<file path="config.mk">
export PLATFORM = sky130hd
export DESIGN_NAME = ifetch_queue
export DESIGN_NICKNAME = d
export VERILOG_FILES = /design/src/rtl/ifetch_queue.sv
export SDC_FILE = /design/constraint.sdc
export NUM_CORES = 1
export LEC_CHECK = 0
export ABC_AREA = 1
export BUFFER_PORTS_ARGS = -buffer_cell sky130_fd_sc_hd__clkbuf_2
export CAP_MARGIN = 20
export CORE_MARGIN = 2
export CORE_UTILIZATION = 54
export DETAILED_ROUTE_END_ITERATION = 10
export PLACE_DENSITY = 0.72
export SYNTH_ARGS = -nofsm -noshare
export SYNTH_HDL_FRONTEND = slang
export SYNTH_SLANG_ARGS = --single-unit
</file>
<file path="constraint.sdc">
create_clock -name clock -period 4.84 [get_ports clock]
set_clock_uncertainty 0.2 [all_clocks]
set_input_delay 0.242 -clock clock [delete_from_list [all_inputs] [get_ports clock]]
set_output_delay 0.242 -clock clock [all_outputs]
set_load 0.02 [all_outputs]
</file>
<file path="src/rtl/ifetch_queue.sv">
// ifetch_queue: fetches words from imem, buffers them with their PCs, feeds ID.
// Define IFQ_BYPASS_EN for a same-cycle response-to-ID path when empty.
module ifetch_queue #(
  parameter int unsigned DEPTH    = 4,
  parameter logic [31:0] RESET_PC = 32'h0000_0000
) (
  input  logic        clock,
  input  logic        reset,
  output logic        imem_req,
  output logic [31:0] imem_addr,
  input  logic        imem_gnt,
  input  logic        imem_rvalid,
  input  logic [31:0] imem_rdata,
  output logic        instr_valid,
  output logic [31:0] instr,
  output logic [31:0] instr_pc,
  input  logic        instr_ready,
  input  logic        redirect,
  input  logic [31:0] redirect_pc
);

  localparam int AW = (DEPTH > 1) ? $clog2(DEPTH) : 1;
  localparam int CW = AW + 1;
  localparam int SW = CW + 1;
  localparam int DW = 16;

  typedef struct packed {
    logic [31:0] word;
    logic [31:0] pc;
  } entry_t;

  entry_t      q_mem [DEPTH];
  logic [31:0] tag_q [DEPTH];

  logic [AW-1:0] wptr_q, wptr_d;
  logic [AW-1:0] rptr_q, rptr_d;
  logic [AW-1:0] tw_q, tw_d;
  logic [AW-1:0] tr_q, tr_d;
  logic [CW-1:0] count_q, count_d;
  logic [CW-1:0] out_q, out_d;
  logic [DW-1:0] disc_q, disc_d;
  logic [31:0]   pc_q, pc_d;

  logic          grant;
  logic          resp_live;
  logic          resp_drop;
  logic          byp;
  logic          q_valid;
  logic          deq;
  logic          enq;
  logic          rv_used;
  logic [SW-1:0] credit;
  entry_t        head;

  // Credit covers both buffered words and words still in flight.
  assign credit    = {1'b0, count_q} + {1'b0, out_q};
  assign imem_req  = !reset && !redirect && (credit < SW'(DEPTH));
  assign imem_addr = pc_q;
  assign grant     = imem_req && imem_gnt;

  assign resp_drop = imem_rvalid && (disc_q != '0);
  assign resp_live = imem_rvalid && (disc_q == '0) && (out_q != '0);
  assign rv_used   = imem_rvalid && ((disc_q != '0) || (out_q != '0));
  assign head      = q_mem[rptr_q];

`ifdef IFQ_BYPASS_EN
  assign byp = resp_live && !redirect && (count_q == '0);
`else
  assign byp = 1'b0;
`endif

  assign q_valid     = (count_q != '0) && !redirect;
  assign instr_valid = q_valid || byp;
  assign deq         = q_valid && instr_ready;
  assign enq         = resp_live && !redirect && !(byp && instr_ready);

  always_comb begin
    instr    = '0;
    instr_pc = '0;
    if (q_valid) begin
      instr    = head.word;
      instr_pc = head.pc;
    end else if (byp) begin
      instr    = imem_rdata;
      instr_pc = tag_q[tr_q];
    end
  end

  always_comb begin
    wptr_d  = wptr_q;
    rptr_d  = rptr_q;
    tw_d    = tw_q;
    tr_d    = tr_q;
    count_d = count_q;
    out_d   = out_q;
    disc_d  = disc_q;
    pc_d    = pc_q;
    if (redirect) begin
      wptr_d  = '0;
      rptr_d  = '0;
      tw_d    = '0;
      tr_d    = '0;
      count_d = '0;
      out_d   = '0;
      pc_d    = {redirect_pc[31:2], 2'b00};
      // In-flight words of the old stream become discards.
      disc_d  = disc_q + DW'(out_q) - DW'(rv_used);
    end else begin
      if (grant) begin
        tw_d = tw_q + AW'(1);
        pc_d = pc_q + 32'd4;
      end
      if (resp_live) tr_d = tr_q + AW'(1);
      if (resp_drop) disc_d = disc_q - DW'(1);
      if (enq) wptr_d = wptr_q + AW'(1);
      if (deq) rptr_d = rptr_q + AW'(1);
      count_d = count_q + CW'(enq) - CW'(deq);
      out_d   = out_q + CW'(grant) - CW'(resp_live);
    end
  end

  always_ff @(posedge clock or posedge reset) begin
    if (reset) begin
      wptr_q  <= '0;
      rptr_q  <= '0;
      tw_q    <= '0;
      tr_q    <= '0;
      count_q <= '0;
      out_q   <= '0;
      disc_q  <= '0;
      pc_q    <= RESET_PC;
    end else begin
      wptr_q  <= wptr_d;
      rptr_q  <= rptr_d;
      tw_q    <= tw_d;
      tr_q    <= tr_d;
      count_q <= count_d;
      out_q   <= out_d;
      disc_q  <= disc_d;
      pc_q    <= pc_d;
    end
  end

  always_ff @(posedge clock) begin
    if (grant) tag_q[tw_q] <= pc_q;
    if (enq) q_mem[wptr_q] <= '{word: imem_rdata, pc: tag_q[tr_q]};
  end

  a_credit: assert property (
    @(posedge clock) disable iff (reset) credit <= SW'(DEPTH)
  );

endmodule

</file>
== After elaboration in Yosys (flattened, before gate mapping) ==
Memory sizes are Yosys's and may differ from the RTL's.
Index checks and enable logic that the tools add are counted.

* Mux-type cells: 20
* $add $sub $neg: 13
* Magnitude comparators: 1
* Reductions and logical operators: 22

{| class="wikitable"
|+ Operators with widths
! kind !! number
|-
| 32-bit two-way mux || 4
|-
| 32-bit by 3-bit adder with 32-bit output, second input constant || 1
|-
| 16-bit two-way mux || 2
|-
| 16-bit by 3-bit adder with 16-bit output || 1
|-
| 16-bit logical NOT || 1
|-
| 2-bit two-way mux || 8
|-
| 16-bit nonzero test || 1
|-
| 16-bit by 1-bit subtractor with 16-bit output || 1
|-
| 16-bit by 1-bit subtractor with 16-bit output, second input constant || 1
|-
| 1-bit logical AND || 10
|-
| 2-bit nonzero test || 5
|-
| 2-bit by 1-bit adder with 2-bit output, second input constant || 4
|-
| 3-bit by 1-bit adder with 3-bit output || 2
|-
| 3-bit two-way mux || 2
|-
| 3-bit nonzero test || 2
|-
| 3-bit by 1-bit subtractor with 3-bit output || 2
|-
| 3-bit by 3-bit adder with 4-bit output || 1
|-
| 4-bit by 3-bit less-than comparator with 1-bit output, second input constant || 1
|-
| 1-bit two-way mux || 4
|-
| 1-bit logical NOT || 2
|-
| 1-bit logical OR || 1
|}

* Output and inout bits: 98
* Memory bits (writable): 384
* Memories: 2
* Input port bits: 70
* Bits in registers: 62

{| class="wikitable"
|+ Memory list
! memory !! depth !! width !! read ports !! clocked after Yosys merged registers in !! wr ports !! line !! source
|-
| q_mem || 4 || 64 || 1 || 0 || 1 || 32 || <nowiki>entry_t q_mem [DEPTH];</nowiki>
|-
| tag_q || 4 || 32 || 1 || 0 || 1 || 33 || <nowiki>logic [31:0] tag_q [DEPTH];</nowiki>
|}

== Depth between registers and ports, before layout ==
* Depth in word-level cells: 7
* Mapped depth: 23
* Depth with buffers taken out: 23

== Least setup slack after synthesis ==
No wires, ideal clock.

* Kind: register to register
* From: register disc_q[8]
* To: memory q_mem[0][10] (netlist bit) (enable)
* Arrival time: 4.096 ns
* Library setup time: 0.482 ns
* Cell stages (with the launch flop): 10
* Setup slack: 0.061 ns
* Path through: dfrtp_1 inv_1 ha_1 nand2_1 inv_1 nand3_1 or2_4 nor2_2 nand2_1 nor2_1

* Cells in the longest elaborated chain, start to end: 6

{| class="wikitable"
|+ RTL lines
! item !! line !! source
|-
| start: declaration || 41 || <nowiki>logic [DW-1:0] disc_q, disc_d;</nowiki>
|-
| start signal: assignment || 139 || <nowiki>disc_q <= disc_d;</nowiki>
|-
| 16-bit logical NOT || 62 || <nowiki>assign resp_live = imem_rvalid && (disc_q == '0) && (out_q != '0);</nowiki>
|-
| 1-bit logical AND (2 in series) || 62 ||
|-
| 1-bit logical AND || 75 || <nowiki>assign enq = resp_live && !redirect && !(byp && instr_ready);</nowiki>
|-
| 1-bit two-way mux || 146 || <nowiki>if (enq) q_mem[wptr_q] <= '{word: imem_rdata, pc: tag_q[tr_q]};</nowiki>
|-
| 1-bit two-way mux (not written as such) || 146 ||
|-
| end: declaration || 32 ||
|}

Every way passes these cells.

== Final worst setup path ==
* From: register disc_q[6]
* To: register disc_q[14]

* Cells in the longest elaborated chain, start to end: 5

{| class="wikitable"
|+ RTL lines
! item
|-
| parallel branches: the longest is 5 deep, another holds 16-bit by 3-bit adder with 16-bit output
|}

Parallel ways; which one is timed is not known. The select of a mux whose other input is x is not followed.
A chain may end at the register's enable or synchronous reset.

==> results.py <==
metrics = {
    "run_status": {
        "status": "complete, no violations",
    },
    "grt": {
        "grt_max_degree": 99,
        "grt_pass1_wl_um": 68200,
        "antenna_found_initial": 0,
        "grt-ovfl-total": 0,
        "grt_pass1_vias": 13200,
        "grt_usage": 0.238,
    },
    "route": {
        "met1_length_um": 18900,
        "vias": 13600,
        "drc": 0,
        "met3WireLength_um": 3050,
        "top_layer": "met4",
        "drtAntennaViolNets": 0,
        "drt-pass1-iter-count": 5,
        "viasPerCell": 5.47,
        "totalWireLength_um": 43800,
        "wl_per_cell_um": 17.6,
        "routed-wl-met2_um": 21200,
        "drtIter0Drc": 993,
    },
    "floorplanning": {
        "core_um2": 34700,
        "dieHeight_um": 192,
        "fp-row-count": 68,
        "dieArea_um2": 37000,
        "die_x_um": 192,
        "start_util": 0.552,
        "io_pins": 168,
    },
    "synthesis": {
        "ys_seq_area_frac": 0.656,
        "synth_top_family_by_area": "simple AND/OR/NAND/NOR gates",
        "syn_avg_cell_area_um2": 10.7,
        "synth_compound_area_frac": 0.103,
        "synth-edff-count": 368,
        "synthCells": 1785,
        "synth_cell_types": 45,
        "muxShareOfSynthArea": 0,
        "synthesis.area_um2": 19100,
        "ys_async_sr_fraction": 0.140,
        "synthSimpleGateAreaFrac": 0.146,
        "ys_warn_count": 0,
        "synth-seq-cells": 428,
        "synthXorXnorAreaFrac": 0.0128,
        "synthFlopType": "edfxtp_1",
        "synth-adder-area-share": 0.0371,
    },
    "sta": {
        "min_period_ns": 3.74,
        "relSlewSlack": 0.300,
        "finalSetupViolations": 0,
        "fmax_ghz": 0.268,
        "hold_viol": 0,
        "worst_pin_slew_ns": 1.05,
        "holdWs_ns": 0.135,
        "slew_viol_final": 0,
        "rsz0062_at_grt": "no",
        "finalCritPeriodShare": 0.772,
        "fin_setup_tns_ns": 0,
    },
    "cts": {
        "cts_sinks": 428,
        "root_buffer": "clkbuf_16",
        "cts-resized-gates": 0,
        "clk_path_buf_depth": 3,
        "hold_buffers": 66,
        "cts_buffers": 43,
        "h-tree-depth": 2,
        "cts_setup_buffers": 0,
        "cts_tree": "done",
        "clk_pin_slew_ns": 0.06,
        "clkLatencyLatePin_ns": 0.55,
    },
    "worst_setup_path": {
        "cpMaxStageDelayCell": "dfrtp_1",
        "crit_buf_inv": 5,
        "worstSetupEndpointType": "register",
        "worstPathRequired_ns": 5.11,
        "worstSetupStartpointType": "register",
        "cp_slowest_stage_delay_ns": 0.39,
        "criticalPathCategory": "reg2reg",
        "cp_max_fo": 8,
        "crit_family": "simple AND/OR/NAND/NOR gates",
        "cp_common_cell": "nand2_1",
        "crit_path_cell_trace": "inv_1, ha_1, nand2_1, inv_1, nand3_1, or2_4, nand2_4, nand2_1, ha_1, inv_1, ha_1, inv_1, fa_1, inv_1, nand3_1, nand2_1, nand2_1, nand2_1, nand2_1, nand4_1, nand3_1, a21oi_1",
        "crit_arrival_ns": 4.00,
    },
    "placement": {
        "io_buffer_count": 161,
        "globalplace.congestion": 0.872,
        "dp_cells": 2340,
        "dp_hpwl_um": 26000,
    },
    "finish": {
        "drive_gt1_frac": 0.138,
        "antenna_cells": 0,
        "mostFrequentLayoutCell": "nor2_1",
        "multiInputGateArea_um2": 5790,
        "nFillCells": 2617,
        "nets": 2121,
        "final_cell_mix": "nor2_1 (370), edfxtp_1 (368), o21ai_0 (218)",
        "areaGrowthSynthToFinish_pct": 17.4,
        "regArea_um2": 12600,
        "layout.cells.non_filler": 2485,
    },
    "power": {
        "leakage_uw": 0.00881,
        "power_density_nw_per_um2": 418,
        "total_power_uw": 9390,
        "ir_worst_vdd_uv": 220,
    },
    "run": {
        "drv_cap": 0,
    },
    "min_path": {
        "hold_path_class": "in2reg",
    },
}
where the power goes:
| part | switching [µW] | internal, µW |
|---|---|---|
| Clock | 1370 | 1940 |
| Sequential | 152 | 4140 |
| Combinational | 1160 | 637 |
cells in the mapped netlist (3+ instances only):
cell / number / area share
o21ai_1: 4 / 0.0010
dfrtp_1: 60 / 0.078
edfxtp_1: 368 / 0.58
fa_1: 3 / 0.0031
o22ai_1: 32 / 0.010
buf_2: 13 / 0.0034
ha_1: 52 / 0.034
inv_2: 5 / 0.00098
nand3_1: 58 / 0.015
nand4_1: 17 / 0.0056
nor3_1: 12 / 0.0031
buf_1: 11 / 0.0022
a21oi_1: 89 / 0.023
nand2_2: 5 / 0.0016
nor2_1: 378 / 0.074
xor2_1: 24 / 0.011
inv_1: 124 / 0.024
o211ai_1: 17 / 0.0067
nor2_2: 3 / 0.00098
buf_4: 6 / 0.0024
o21ai_0: 218 / 0.057
buf_6: 3 / 0.0018
xnor2_1: 4 / 0.0018
nand2_1: 202 / 0.040
clkbuf_1: 52 / 0.010
metal layers:
metal / up-vias / track usage
li1: 6574 / -
met1: 6512 / 0.325
met2: 453 / 0.402
met3: 58 / 0.0342
met4: 0 / 0.0611
met5: - / 0
path summary, 6_finish.rpt:
| check | start | to | slack, ns | cells after the start |
|---|---|---|---|---|
| worst max-delay path | disc_q[6]$_DFFE_PP0P_ | disc_q[14]$_DFFE_PP0P_ | 1.10 | 22 |
| worst min-delay path | imem_gnt | imem_addr[8]$_DFFE_PP0N_ | 0.14 | 3 |
| worst max register to register | disc_q[6]$_DFFE_PP0P_ | disc_q[14]$_DFFE_PP0P_ | 1.10 | 22 |
| worst min register to register | disc_q[15]$_DFFE_PP0P_ | disc_q[15]$_DFFE_PP0P_ | 0.28 | 2 |
| max in group asynchronous | reset | rptr_q[0]$_DFFE_PP0P_ | 3.49 | 4 |
| min in group asynchronous | reset | disc_q[3]$_DFFE_PP0P_ | 0.29 | 4 |
kinds of logic after synthesis:
| group | Yosys count |
|---|---|
| buf+inv | 215 |
| xor+xnor | 28 |
| flops | 428 |
| other cells | 1 |
| fa+ha+maj | 55 |
| simple gates | 688 |
| compound gates | 370 |
registers in the layout, summed over array words and instances, names as in the netlist, 3 cells and up:
signal,count
count_q,3
disc_q,16
imem_addr,30
out_q,3
q_mem,248
tag_q,120
per-stage QoR:
stage,worst slack [ns],cell area [µm²],util
floorplan,0.0615,19200,-
global placement,1.21,20400,0.588
detailed placement,1.18,20400,0.588
CTS,1.15,22500,0.648
global route,0.794,22500,0.648
finish,1.10,22500,0.648
cell type report:
type | instances | area share
sequential | 428 | 0.558
multi-input combinational | 1145 | 0.257
timing repair buffer | 248 | 0.0739
clock buffer | 57 | 0.0542
tap | 455 | 0.0253
inverter | 130 | 0.0217
clock inverter | 22 | 0.00912
worst min-delay path, stage by stage:
cell	delay (ns)
clkbuf_2	0.11
nand2_2	0.32
o211ai_1	0.15
Note: power is estimated with default switching activity, not from simulation.
